[config.mk]
export PLATFORM = sky130hd
export DESIGN_NAME = cp0_intctl
export DESIGN_NICKNAME = d
export VERILOG_FILES = /design/src/rtl/cp0_intctl.sv
export SDC_FILE = /design/constraint.sdc
export NUM_CORES = 1
export LEC_CHECK = 0
export BUFFER_PORTS_ARGS = -buffer_cell sky130_fd_sc_hd__buf_2
export CELL_PAD_IN_SITES_DETAIL_PLACEMENT = 2
export CELL_PAD_IN_SITES_GLOBAL_PLACEMENT = 2
export CORE_MARGIN = 3
export CORE_UTILIZATION = 25
export DETAILED_ROUTE_END_ITERATION = 8
export PLACE_DENSITY = 0.87
export SLEW_MARGIN = 20
export SYNTH_ARGS = -nofsm -noshare
export SYNTH_HDL_FRONTEND = slang
export SYNTH_SLANG_ARGS = --single-unit
[constraint.sdc]
create_clock -name clk -period 2.9 [get_ports clk]
set_input_delay 0.58 -clock clk [delete_from_list [all_inputs] [get_ports clk]]
set_output_delay 0.58 -clock clk [all_outputs]
set_load 0.02 [all_outputs]
[src/rtl/cp0_intctl.sv]
// CP0 interrupt controller: edge-latched pending bits, mask, EPC and a two-level IE stack.
// Define CP0_RR_PRIO_EN for round-robin selection; otherwise the lowest eligible index wins.
module cp0_intctl #(
  parameter int          NUM_IRQ    = 4,
  parameter logic [31:0] EXC_VECTOR = 32'h0000_0040
) (
  input  logic               clk,
  input  logic               reset,
  input  logic [NUM_IRQ-1:0] hwint,
  output logic [NUM_IRQ-1:0] irq_ack,
  input  logic [31:0]        pc_plus4,
  input  logic               mtc0,
  input  logic               mfc0,
  input  logic               rfe,
  input  logic [4:0]         cp0_sel,
  input  logic [31:0]        cp0_wdata,
  output logic [31:0]        cp0_rdata,
  output logic               exc_redirect,
  output logic [31:0]        exc_pc
);

  localparam logic [4:0] SEL_SR    = 5'd12;
  localparam logic [4:0] SEL_CAUSE = 5'd13;
  localparam logic [4:0] SEL_EPC   = 5'd14;

  logic               ie;
  logic               iep;
  logic [NUM_IRQ-1:0] im;
  logic [NUM_IRQ-1:0] ip;
  logic [NUM_IRQ-1:0] ip_next;
  logic [NUM_IRQ-1:0] hwint_q;
  logic [NUM_IRQ-1:0] eligible;
  logic [NUM_IRQ-1:0] take_vec;
  logic [2:0]         id;
  logic [2:0]         sel_id;
  logic [31:0]        epc;
  logic               wr_sr;
  logic               wr_cause;
  logic               wr_epc;
  logic               unused_wdata;

  function automatic logic [2:0] lowest(input logic [NUM_IRQ-1:0] v);
    logic [2:0] r;
    r = '0;
    for (int n = NUM_IRQ - 1; n >= 0; n--) begin
      if (v[n]) r = 3'(n);
    end
    return r;
  endfunction

  assign wr_sr        = mtc0 && (cp0_sel == SEL_SR);
  assign wr_cause     = mtc0 && (cp0_sel == SEL_CAUSE);
  assign wr_epc       = mtc0 && (cp0_sel == SEL_EPC);
  assign unused_wdata = ^{cp0_wdata[31:8+NUM_IRQ], cp0_wdata[7:2]};

  assign eligible     = ip & im;
  assign exc_redirect = ie & (|eligible) & ~rfe;
  assign exc_pc       = exc_redirect ? EXC_VECTOR : epc;

`ifdef CP0_RR_PRIO_EN
  logic [2:0]         rr_ptr;
  logic [NUM_IRQ-1:0] rot;
  logic [3:0]         rr_sum;
  logic [3:0]         rr_next;

  // Rotate so the search starts at rr_ptr, then map the winner back to a real index.
  assign rot     = NUM_IRQ'({eligible, eligible} >> rr_ptr);
  assign rr_sum  = {1'b0, lowest(rot)} + {1'b0, rr_ptr};
  assign sel_id  = (rr_sum >= 4'(NUM_IRQ)) ? 3'(rr_sum - 4'(NUM_IRQ)) : rr_sum[2:0];
  assign rr_next = {1'b0, sel_id} + 4'd1;

  always_ff @(posedge clk or negedge reset) begin
    if (!reset) begin
      rr_ptr <= '0;
    end else if (exc_redirect) begin
      rr_ptr <= (rr_next >= 4'(NUM_IRQ)) ? 3'd0 : rr_next[2:0];
    end
  end
`else
  assign sel_id = lowest(eligible);
`endif

  always_comb begin
    take_vec = '0;
    for (int n = 0; n < NUM_IRQ; n++) begin
      take_vec[n] = exc_redirect && (sel_id == 3'(n));
    end
  end

  // A new edge on a line beats both the W1C clear and the take clear.
  always_comb begin
    ip_next = ip;
    if (wr_cause) ip_next = ip_next & ~cp0_wdata[8 +: NUM_IRQ];
    ip_next = (ip_next & ~take_vec) | (hwint & ~hwint_q);
  end

  always_ff @(posedge clk or negedge reset) begin
    if (!reset) begin
      ie      <= 1'b0;
      iep     <= 1'b0;
      im      <= '0;
      ip      <= '0;
      hwint_q <= '0;
      id      <= '0;
      epc     <= '0;
      irq_ack <= '0;
    end else begin
      hwint_q <= hwint;
      ip      <= ip_next;
      irq_ack <= take_vec;
      if (wr_sr) begin
        im  <= cp0_wdata[8 +: NUM_IRQ];
        ie  <= cp0_wdata[0];
        iep <= cp0_wdata[1];
      end
      if (wr_epc) epc <= cp0_wdata;
      if (rfe) ie <= iep;
      // Take overrides any same-edge MTC0 to IE/IEp/EPC; rfe and take never coincide.
      if (exc_redirect) begin
        iep <= ie;
        ie  <= 1'b0;
        id  <= sel_id;
        epc <= pc_plus4;
      end
    end
  end

  always_comb begin
    cp0_rdata = '0;
    if (mfc0) begin
      case (cp0_sel)
        SEL_SR: begin
          cp0_rdata[0]            = ie;
          cp0_rdata[1]            = iep;
          cp0_rdata[8 +: NUM_IRQ] = im;
        end
        SEL_CAUSE: begin
          cp0_rdata[8 +: NUM_IRQ] = ip;
          cp0_rdata[4:2]          = id;
        end
        SEL_EPC: cp0_rdata = epc;
        default: cp0_rdata = '0;
      endcase
    end
  end

endmodule
; After elaboration in Yosys (flattened, before gate mapping)
; Index checks and enable logic that the tools add are counted.
[totals]
reg_bits = 53
[classes]
eq_ne = 6
muxes = 19
n_bitwise = 11
reduce_logical = 12
[ops]
columns = operator, count
row1 = two-way mux 32 bit, 4
row2 = two-way mux 20 bit, 1
row3 = AND 4 bit, 4
row4 = equality test 5 x 4 -> 1 bit (second input constant), 3
row5 = NOT 4 bit, 3
row6 = case mux 4 bit (3 select lines), 1
row7 = two-way mux 3 bit, 3
row8 = logical AND 1 bit, 7
row9 = equality test 3 x 2 -> 1 bit (second input constant), 2
row10 = case mux 3 bit (2 select lines), 1
row11 = two-way mux 1 bit, 5
row12 = two-way mux 2 bit, 2
row13 = two-way mux 4 bit, 1
row14 = OR 4 bit, 1
row15 = case mux 2 bit (2 select lines), 1
row16 = nonzero test 2 bit, 2
row17 = OR reduction 4 bit, 1
row18 = equality test 3 x 1 -> 1 bit (second input constant), 1
row19 = logical NOT 3 bit, 1
row20 = nonzero test 3 bit, 1
row21 = AND 1 bit, 2
row22 = NOT 1 bit, 1

; Depth between registers and ports, before layout
; Gate-level depths: netlist (run 1).
[logic_depth]
ltp_word = 10
ltp_mapped = 6
ltp_nobuf = 4

; Worst setup path after synthesis (run 1)
; No wires, ideal clock.
[synth_timing]
path_kind = in2out
from = in cp0_sel[4]
to = out cp0_rdata[12]
t_arrival_ns = 1.606
t_required_ns = 2.320
slack_ns = 0.714
path_stages = 4
path_cell_list = nand4b_2 > nor3b_2 > clkbuf_2 > and2_1
[synth_between]
elab_chain_cells = 3
[synth_rtl]
columns = element, line_no
row1 = "start, declared", 15  ; input logic [4:0] cp0_sel,
row2 = equality test 5 x 4 -> 1 bit, 131  ; case (cp0_sel)
row3 = two-way mux 20 bit, 131
row4 = two-way mux 32 bit, 130  ; if (mfc0) begin
row5 = "end, declared", 17  ; output logic [31:0] cp0_rdata,
; No other way between the ends.

; Worst setup path after layout (run 1)
[layout_timing]
from = reg ip[1]
to = out exc_pc[8]
[layout_between]
elab_chain_cells = 5
[layout_rtl]
columns = element, line_no
row1 = "start, declared", 29  ; logic [NUM_IRQ-1:0] ip;
row2 = "start signal, assigned", 109  ; ip <= ip_next;
row3 = AND 4 bit, 56  ; assign eligible = ip & im;
row4 = OR reduction 4 bit, 57  ; assign exc_redirect = ie & (|eligible) & ~rfe;
row5 = AND 1 bit (2 in a row), 57
row6 = two-way mux 32 bit, 58  ; assign exc_pc = exc_redirect ? EXC_VECTOR : epc;
row7 = "end, declared", 19  ; output logic [31:0] exc_pc
; No other way between the ends.

==> flow_summary.json, run 1 <==
{
  "rr_worst_depth": 4,
  "cts_resized": 0,
  "syn_area_per_cell_um2": 9.713,
  "worstSetupEndpointType": "output pin",
  "n_antenna_cell": 0,
  "synth-seq-area-share_pct": 44.65,
  "cp.required_ps": 2320,
  "synth_cell_types": 37,
  "clkPwrFrac_pct": 19.1,
  "tns_ps": 0,
  "cts_buffers": 5,
  "clk_latency_ps": 290,
  "criticalPathCategory": "register to output pin",
  "drive_above_1_share_pct": 38.78,
  "switching_share_pct": 41.06,
  "synth-main-ff-cell": "dfrtp_1",
  "pwr-share-seq_pct": 37.6,
  "power_frac_comb_pct": 43.4,
  "via_per_inst": 4.602,
  "io_buffer_count": 146,
  "clock_sinks": 52,
  "ys_ff_latch": 52,
  "start_util_pct": 26.19,
  "grt_max_degree": 53,
  "most-common-layout-cells": "146 x buf_2, 52 x dfrtp_1, 39 x mux2i_1, 38 x nand2_1, 30 x o21ai_1",
  "hold_ws_ps": 407.3,
  "post-route-util_pct": 35.25,
  "path_clk_slew_ps": 70,
  "fmax_mhz": 398.5,
  "track_usage_pct": 15.79,
  "startpoint_type": "register",
  "final_common_cell": "buf_2",
  "outcome": "finished, final reports clean",
  "synth_top_cell_by_area": "dfrtp_1",
  "cts_setup_buffers": 0,
  "io_pins": 147,
  "p_switching_mw": 1.324,
  "min_period_over_period_pct": 86.53,
  "drcViolationCount": 0,
  "dieArea_um2": 12990,
  "final_net_count": 518,
  "cts_tree": "done",
  "grt_pass1_vias": 3097,
  "rows": 38,
  "wl_per_cell_um": 17.53,
  "gr-total-overflow": 0,
  "power_density_nw_per_um2": 822.4,
  "htreeDepth": 2,
  "grt_pass1_wl_um": 16330,
  "wirelength_um": 10190,
  "drtIter0Drc": 72,
  "hold_depth": 1,
  "netlist_area_um2": 2914,
  "num-fill-cells": 1297,
  "drtAntennaViolNets": 0,
  "rsz0062_at_grt": "no",
  "finalHoldViolCount": 0,
  "ys.warnings.count": 0,
  "worst-path-max-fanout": 28,
  "p_int_mw": 1.901,
  "core_um2": 11130,
  "num_vias": 2674,
  "cap_violations": 0,
  "antenna_found_initial": 0,
  "finalCriticalPeriod_ps": 2509,
  "gp_congestion": 0.7755,
  "dieWidth_um": 114.0,
  "final.setup_skew_ps": 4.494,
  "hpwl_um": 7764,
  "yosysTopAreaCellShare_pct": 44.65,
  "power_leakage_nw": 1.976,
  "syn_nets": 378,
  "die_y_um": 114.0,
  "slew_headroom_pct": 52.55,
  "syn2layout_area_growth_pct": 34.56,
  "syn_inst": 300,
  "dr.pass1.iters": 2,
  "max-vdd-ir-drop_uv": 305.4,
  "synth_enable_flop_cells": 0,
  "setup_viol": 0,
  "root_buffer": "clkbuf_16",
  "crit_arrival_ps": 1930,
  "worst_slew_pin_slew_ps": 711.7,
  "ctsLongestPathBuffers": 2,
  "hold_path_class": "primary input to register",
  "synth-async-reset-ratio_pct": 100.0,
  "cts_hold_buf": 0,
  "slew_viol_final": 0,
  "ys_top_cells_by_area": "dfrtp_1 45%, mux2i_1 13%, nor2b_1 5.8%"
}
logic make-up (layout without fill, tap and decap cells):
| kind of cell | count (synthesis) | in the layout | share of synthesized area (%) |
|---|---|---|---|
| compound gates | 51 | 51 | 10.26 |
| buf+inv | 28 | 169 | 5.796 |
| flops | 52 | 52 | 44.65 |
| mux | 44 | 44 | 15.97 |
| simple gates | 125 | 125 | 23.32 |
cell usage after synthesis, types with 3 or more instances:
cell type,count
dfrtp_1,52
mux2i_1,39
nand2_1,38
o21ai_1,30
nor2b_1,27
and2_1,26
nor2_1,15
inv_1,8
clkbuf_1,7
a21oi_1,6
and2b_1,6
mux2_4,5
buf_2,4
a22o_1,3
buf_8,3
critical path: stages, from the launching register on:
cell	delay (ps)
dfrtp_1	450
a22o_1	290
o21a_4	270
buf_4	240
nor2b_1	200
buf_2	200
power by group through the flow:
stage	sequential [mW]	combinational [mW]	clock, mW
after floorplan	1.14	0.963	0
after global placement	1.20	1.34	0
after detailed placement	1.22	1.42	0
after CTS	1.22	1.43	0.644
after global routing	1.26	1.55	0.664
final	1.21	1.40	0.615
per-layer routing:
layer,track usage [%],vias to the layer above,share of wire [%]
met1,19.02,1287,42
met3,4.721,9,7.3
met4,3.167,0,0.81
met2,27.91,97,50
met5,0,-,0
li1,-,1281,-
final timing paths:
| kind | startpoint | to | slack, ps |
|---|---|---|---|
| hold reg to reg | hwint_q[3] | ip[3] | 430 |
| hold / removal | hwint[3] | hwint_q[3] | 410 |
| min in group asynchronous | reset | irq_ack[2] | 430 |
| max in group asynchronous | reset | epc[20] | 2010 |
| setup / recovery | ip[1] | exc_pc[8] | 390 |
| setup reg to reg | ip[1] | id[0] | 1220 |
layout make-up:
class	count	area (um^2)	area share, %
clock buffer	6	138.9	3.542
clock inverter	2	10.01	0.2553
inverter	8	30.03	0.7658
multi-input combinational	220	1458	37.17
sequential	52	1301	33.18
tap	140	175.2	4.467
timing repair buffer	153	808.3	20.61
metrics by stage:
stage          area [um^2]  total power, mW  instances  setup WS [ps]
3_5_place_dp          3772            2.644        573          464.3
3_3_place_gp          3772            2.549        573          472.6
6_report              3921            3.225        581          390.6
2_1_floorplan         2914            2.098        300          714.2
4_1_cts               3921            3.292        581          408.2
5_1_grt               3921            3.473        581          332.7
registers in the layout (all words and copies together), names as in the netlist:
signal and count:
im 4, irq_ack 4, id 2, ie 1, iep 1, ip 4
hwint_q 4, epc 32
Note: power is estimated with default switching activity, not from simulation.
==> run 2: changes to the inputs <==
- CORE_UTILIZATION: 25 -> 28
- MAX_ROUTING_LAYER: unset -> met4
- PLACE_DENSITY: 0.87 -> 0.95
==> flow_summary.json, run 2 (synthesis results as in run 1) <==
{
  "finalCriticalPeriod_ps": 2503,
  "final_common_cell": "buf_2",
  "most-common-layout-cells": "146 x buf_2, 52 x dfrtp_1, 39 x mux2i_1, 38 x nand2_1, 30 x o21ai_1",
  "cts_tree": "done",
  "wirelength_um": 10030,
  "io_buffer_count": 146,
  "slowest_delay_ps": 330,
  "num_vias": 2769,
  "worstSetupEndpointType": "output pin",
  "gp_congestion": 0.7994,
  "clock_sinks": 52,
  "cts_hold_buf": 0,
  "final_net_count": 518,
  "r2r-end": "epc[10]",
  "hold_depth": 1,
  "grtUsageMet3_pct": 2.507,
  "worstHoldStart": "hwint[3]",
  "slew_headroom_pct": 36.05,
  "outcome": "finished, final reports clean",
  "dieArea_um2": 11670,
  "rows": 36,
  "cts_buffers": 5,
  "finalHoldViolCount": 0,
  "ctsLongestPathBuffers": 2,
  "worst_slew_pin_slew_ps": 959.3,
  "use_met1_pct": 21.00,
  "placed_area_um2": 3764,
  "clk_latency_ps": 300,
  "power_leakage_nw": 1.946,
  "drtAntennaViolNets": 0,
  "holdPathEnd": "hwint_q[3]",
  "root_buffer": "clkbuf_8",
  "crit_chain": "buf_2 -> nand4b_2 -> nor3b_2 -> buf_4 -> and2_1 -> buf_2",
  "finalNonFillerCells": 574,
  "max-vdd-ir-drop_uv": 288.5,
  "largest_reg_flops": 32,
  "wl_per_cell_um": 17.48,
  "num-fill-cells": 1132,
  "grtUsageMet2_pct": 32.90,
  "critPathTopFamily": "simple AND/OR/NAND/NOR gates",
  "placed_cells": 566,
  "rr_startpoint": "ip[1]",
  "path_clk_slew_ps": 90,
  "cap_violations": 0,
  "die_y_um": 108.0,
  "min_period_over_period_pct": 86.31,
  "antenna_found_initial": 0,
  "worstPathBufferInverterCount": 3,
  "hpwl_um": 7835,
  "drtIter0Drc": 51,
  "path_common_cell": "buf_2",
  "design_area_um2": 3854,
  "rr_worst_depth": 6,
  "cts_setup_buffers": 0,
  "cp.required_ps": 2320,
  "drive_above_1_share_pct": 38.32,
  "start_util_pct": 29.27,
  "io_pins": 147,
  "n_antenna_cell": 0,
  "drcViolationCount": 0,
  "dr.pass1.iters": 4,
  "criticalPathCategory": "primary input to output pin",
  "hold_path_class": "primary input to register",
  "tns_ps": 0,
  "top_register": "epc",
  "cpMaxStageDelayCell": "nand4b_2",
  "worst-path-max-fanout": 24,
  "grt_pass1_wl_um": 15950,
  "slew_viol_final": 0,
  "setup_viol": 0,
  "syn2layout_area_growth_pct": 32.25,
  "dieWidth_um": 108.0,
  "via_per_inst": 4.824,
  "track_usage_pct": 17.83,
  "final.setup_skew_ps": 6.875,
  "startpoint_type": "primary input",
  "power_density_nw_per_um2": 794.9,
  "gr-total-overflow": 0,
  "busiest_layer": "met2",
  "rsz0062_at_grt": "no",
  "grt_max_degree": 44,
  "grt_pass1_vias": 3097,
  "crit_arrival_ps": 1920,
  "htreeDepth": 2,
  "cts_resized": 0,
  "core_um2": 9955,
  "r2r_slack_ps": 1280,
  "fmax_mhz": 399.5
}
[run 2: changes by cell type in the layout (fill, tap and decap cells not counted), sizes merged]
cell / delta
clkbuf: +2
clkinv: -2
[run 2: through the flow]
step	hold WS (ps)	power [mW]	worst slack [ps]	utilization, %
after global placement	414.3	2.556	481.7	37.81
after floorplan	284.4	2.098	714.2	-
after CTS	392.7	3.114	381.3	38.71
after global routing	384.8	3.298	254.7	38.71
after detailed placement	429.2	2.658	387.6	37.81
final	401.9	3.063	397.1	38.71
[run 2: worst max path at each step]
stage | startpoint | endpoint | slack, ps | depth (start not counted)
2_1_floorplan | cp0_sel[4] | cp0_rdata[12] | 710 | 4
3_3_place_gp | cp0_sel[4] | cp0_rdata[26] | 480 | 6
3_5_place_dp | cp0_sel[4] | cp0_rdata[13] | 390 | 6
4_1_cts | cp0_sel[4] | cp0_rdata[13] | 380 | 6
5_1_grt | cp0_sel[4] | cp0_rdata[13] | 250 | 6
6_report | cp0_sel[4] | cp0_rdata[24] | 400 | 6
[run 2: metal layers]
metal	up-vias	wire [um]
li1	1281	-
met1	1391	4126
met2	92	5401
met3	5	463
met4	0	44
met5	-	0
[run 2: cell type report]
cell class                 count  area (um^2)  area share [%]
tap                          133        166.4           4.318
timing repair buffer         153        808.3           20.97
clock buffer                   8        90.09           2.338
sequential                    52         1301           33.77
multi-input combinational    220         1458           37.82
inverter                       8        30.03          0.7792
[run 2: report_power, final]
part | switching [mW] | internal, mW | total, mW | leakage (nW)
registers | 0.217 | 0.989 | 1.21 | 0.636
logic | 0.842 | 0.580 | 1.42 | 1.26
clock network | 0.240 | 0.196 | 0.436 | 0.0455
total | 1.30 | 1.76 | 3.06 | 1.95
==> run 3: changes to the inputs <==
- CORE_UTILIZATION: 28 -> 29
- CTS_BUF_LIST: unset -> sky130_fd_sc_hd__clkbuf_4
==> flow_summary.json, run 3 (synthesis results as in run 1) <==
{
  "grtUsageMet2_pct": 32.58,
  "timing.final.ws_setup_ps": 412.4,
  "max-vdd-ir-drop_uv": 319.9,
  "cp.required_ps": 2320,
  "final.setup_skew_ps": 10.32,
  "worstPathBufferInverterCount": 2,
  "drive_above_1_share_pct": 38.27,
  "cpMaxStageDelayCell": "dfrtp_1",
  "clkPwrFrac_pct": 10.9,
  "wl_per_cell_um": 17.60,
  "crit_chain": "a22o_1 -> o21a_4 -> buf_12 -> and2b_1 -> buf_2",
  "power_leakage_nw": 1.923,
  "wirelength_um": 9999,
  "cts_resized": 0,
  "rows": 35,
  "htreeDepth": 2,
  "grt_max_degree": 53,
  "r2r_slack_ps": 1350,
  "use_met1_pct": 21.49,
  "gp_congestion": 0.7794,
  "io_buffer_count": 146,
  "hold_path_class": "primary input to asynchronous set/reset pin",
  "num_vias": 2724,
  "track_usage_pct": 18.08,
  "cts_tree": "done",
  "criticalPathCategory": "register to output pin",
  "worstSetupEndpointType": "output pin",
  "busiest_layer": "met2",
  "most-common-layout-cells": "146 x buf_2, 52 x dfrtp_1, 39 x mux2i_1, 38 x nand2_1, 30 x o21ai_1",
  "antenna_found_initial": 0,
  "outcome": "finished, final reports clean",
  "hpwl_um": 7867,
  "final_common_cell": "buf_2",
  "clk_latency_ps": 370,
  "largest_reg_flops": 32,
  "root_buffer": "clkbuf_4",
  "num-fill-cells": 1083,
  "gr-total-overflow": 0,
  "cts_setup_buffers": 0,
  "crit_start": "im[2]",
  "switching_share_pct": 43.90,
  "power_density_nw_per_um2": 775.5,
  "grt_pass1_wl_um": 15950,
  "r2r-end": "id[0]",
  "cts_hold_buf": 0,
  "dieWidth_um": 106.2,
  "finalHoldViolCount": 0,
  "path_clk_slew_ps": 140,
  "drcViolationCount": 0,
  "slew_headroom_pct": 54.47,
  "slew_viol_final": 0,
  "multi_input_area_um2": 1458,
  "dieArea_um2": 11290,
  "pwr-share-seq_pct": 41.2,
  "clock_sinks": 52,
  "ctsLongestPathBuffers": 2,
  "tns_ps": 0,
  "power_frac_comb_pct": 47.9,
  "crit_arrival_ps": 1910,
  "drtIter0Drc": 64,
  "post-place-ws_ps": 381.6,
  "top_register": "epc",
  "cap_violations": 0,
  "syn2layout_area_growth_pct": 30.23,
  "startpoint_type": "register",
  "die_y_um": 106.2,
  "start_util_pct": 30.66,
  "io_pins": 147,
  "drtAntennaViolNets": 0,
  "p_int_mw": 1.651,
  "worst_slew_pin_slew_ps": 683.0,
  "worst-path-max-fanout": 49,
  "min_period_over_period_pct": 85.78,
  "p_switching_mw": 1.292,
  "seq_area_um2": 1301,
  "rsz0062_at_grt": "no",
  "rr_worst_depth": 4,
  "critPathTopFamily": "compound AO/OA/AOI/OAI gates",
  "grt_pass1_vias": 3045,
  "slowest_delay_ps": 440,
  "n_antenna_cell": 0,
  "cts_buffers": 5,
  "hold_ws_ps": 325.0,
  "fmax_mhz": 402.0,
  "grtUsageMet3_pct": 3.036,
  "via_per_inst": 4.796,
  "finalCriticalPeriod_ps": 2488,
  "setup_viol": 0,
  "rr_startpoint": "im[2]",
  "final_net_count": 516,
  "dr.pass1.iters": 4,
  "core_um2": 9503
}
==> run 3: changes by cell type in the layout (fill, tap and decap cells not counted) <==
cell      change
clkinv_1      +1
clkbuf_8      -6
buf_4         -2
clkbuf_1      -2
clkbuf_4      +5
clkinv_2      +2
==> run 3: metrics by stage <==
stage               util, %  instance area [um^2]  power, mW  std cells
detailed placement    39.39                  3744      2.669        560
floorplan                 -                  2914      2.098        300
global route          39.93                  3795      3.175        568
CTS                   39.93                  3795      2.998        568
global placement      39.39                  3744      2.557        560
finish                39.93                  3795      2.943        568
==> run 3: per-layer routing <==
metal  routed length, um  part of all wire, %  up-vias
met5                   0                    0        -
met4                  46                 0.46        0
met3                 531                  5.3        4
met2                5238                   52       94
met1                4183                   42     1347
li1                    -                    -     1279
==> run 3: power by group through the flow <==
stage	clock (mW)	sequential (mW)	combinational (mW)
2_1_floorplan	0	1.14	0.963
3_3_place_gp	0	1.20	1.36
3_5_place_dp	0	1.23	1.44
4_1_cts	0.337	1.22	1.44
5_1_grt	0.365	1.26	1.55
6_report	0.320	1.21	1.41
==> run 3: worst max-delay path by stage <==
stage / cells past startpoint / to
2_1_floorplan: 4 / cp0_rdata[12]
3_3_place_gp: 6 / cp0_rdata[20]
3_5_place_dp: 6 / cp0_rdata[4]
4_1_cts: 6 / cp0_rdata[4]
5_1_grt: 5 / exc_pc[23]
6_report: 5 / exc_pc[26]
==> run 3: area by class of cell <==
class                   instances  share of cell area (%)
clock inverters                 3                  0.3627
well taps                     129                   4.253
inverters                       8                  0.7913
clock buffers                   5                  0.9891
flip-flops and latches         52                   34.29
multi-input cells             220                   38.41
repair buffers                151                   20.90
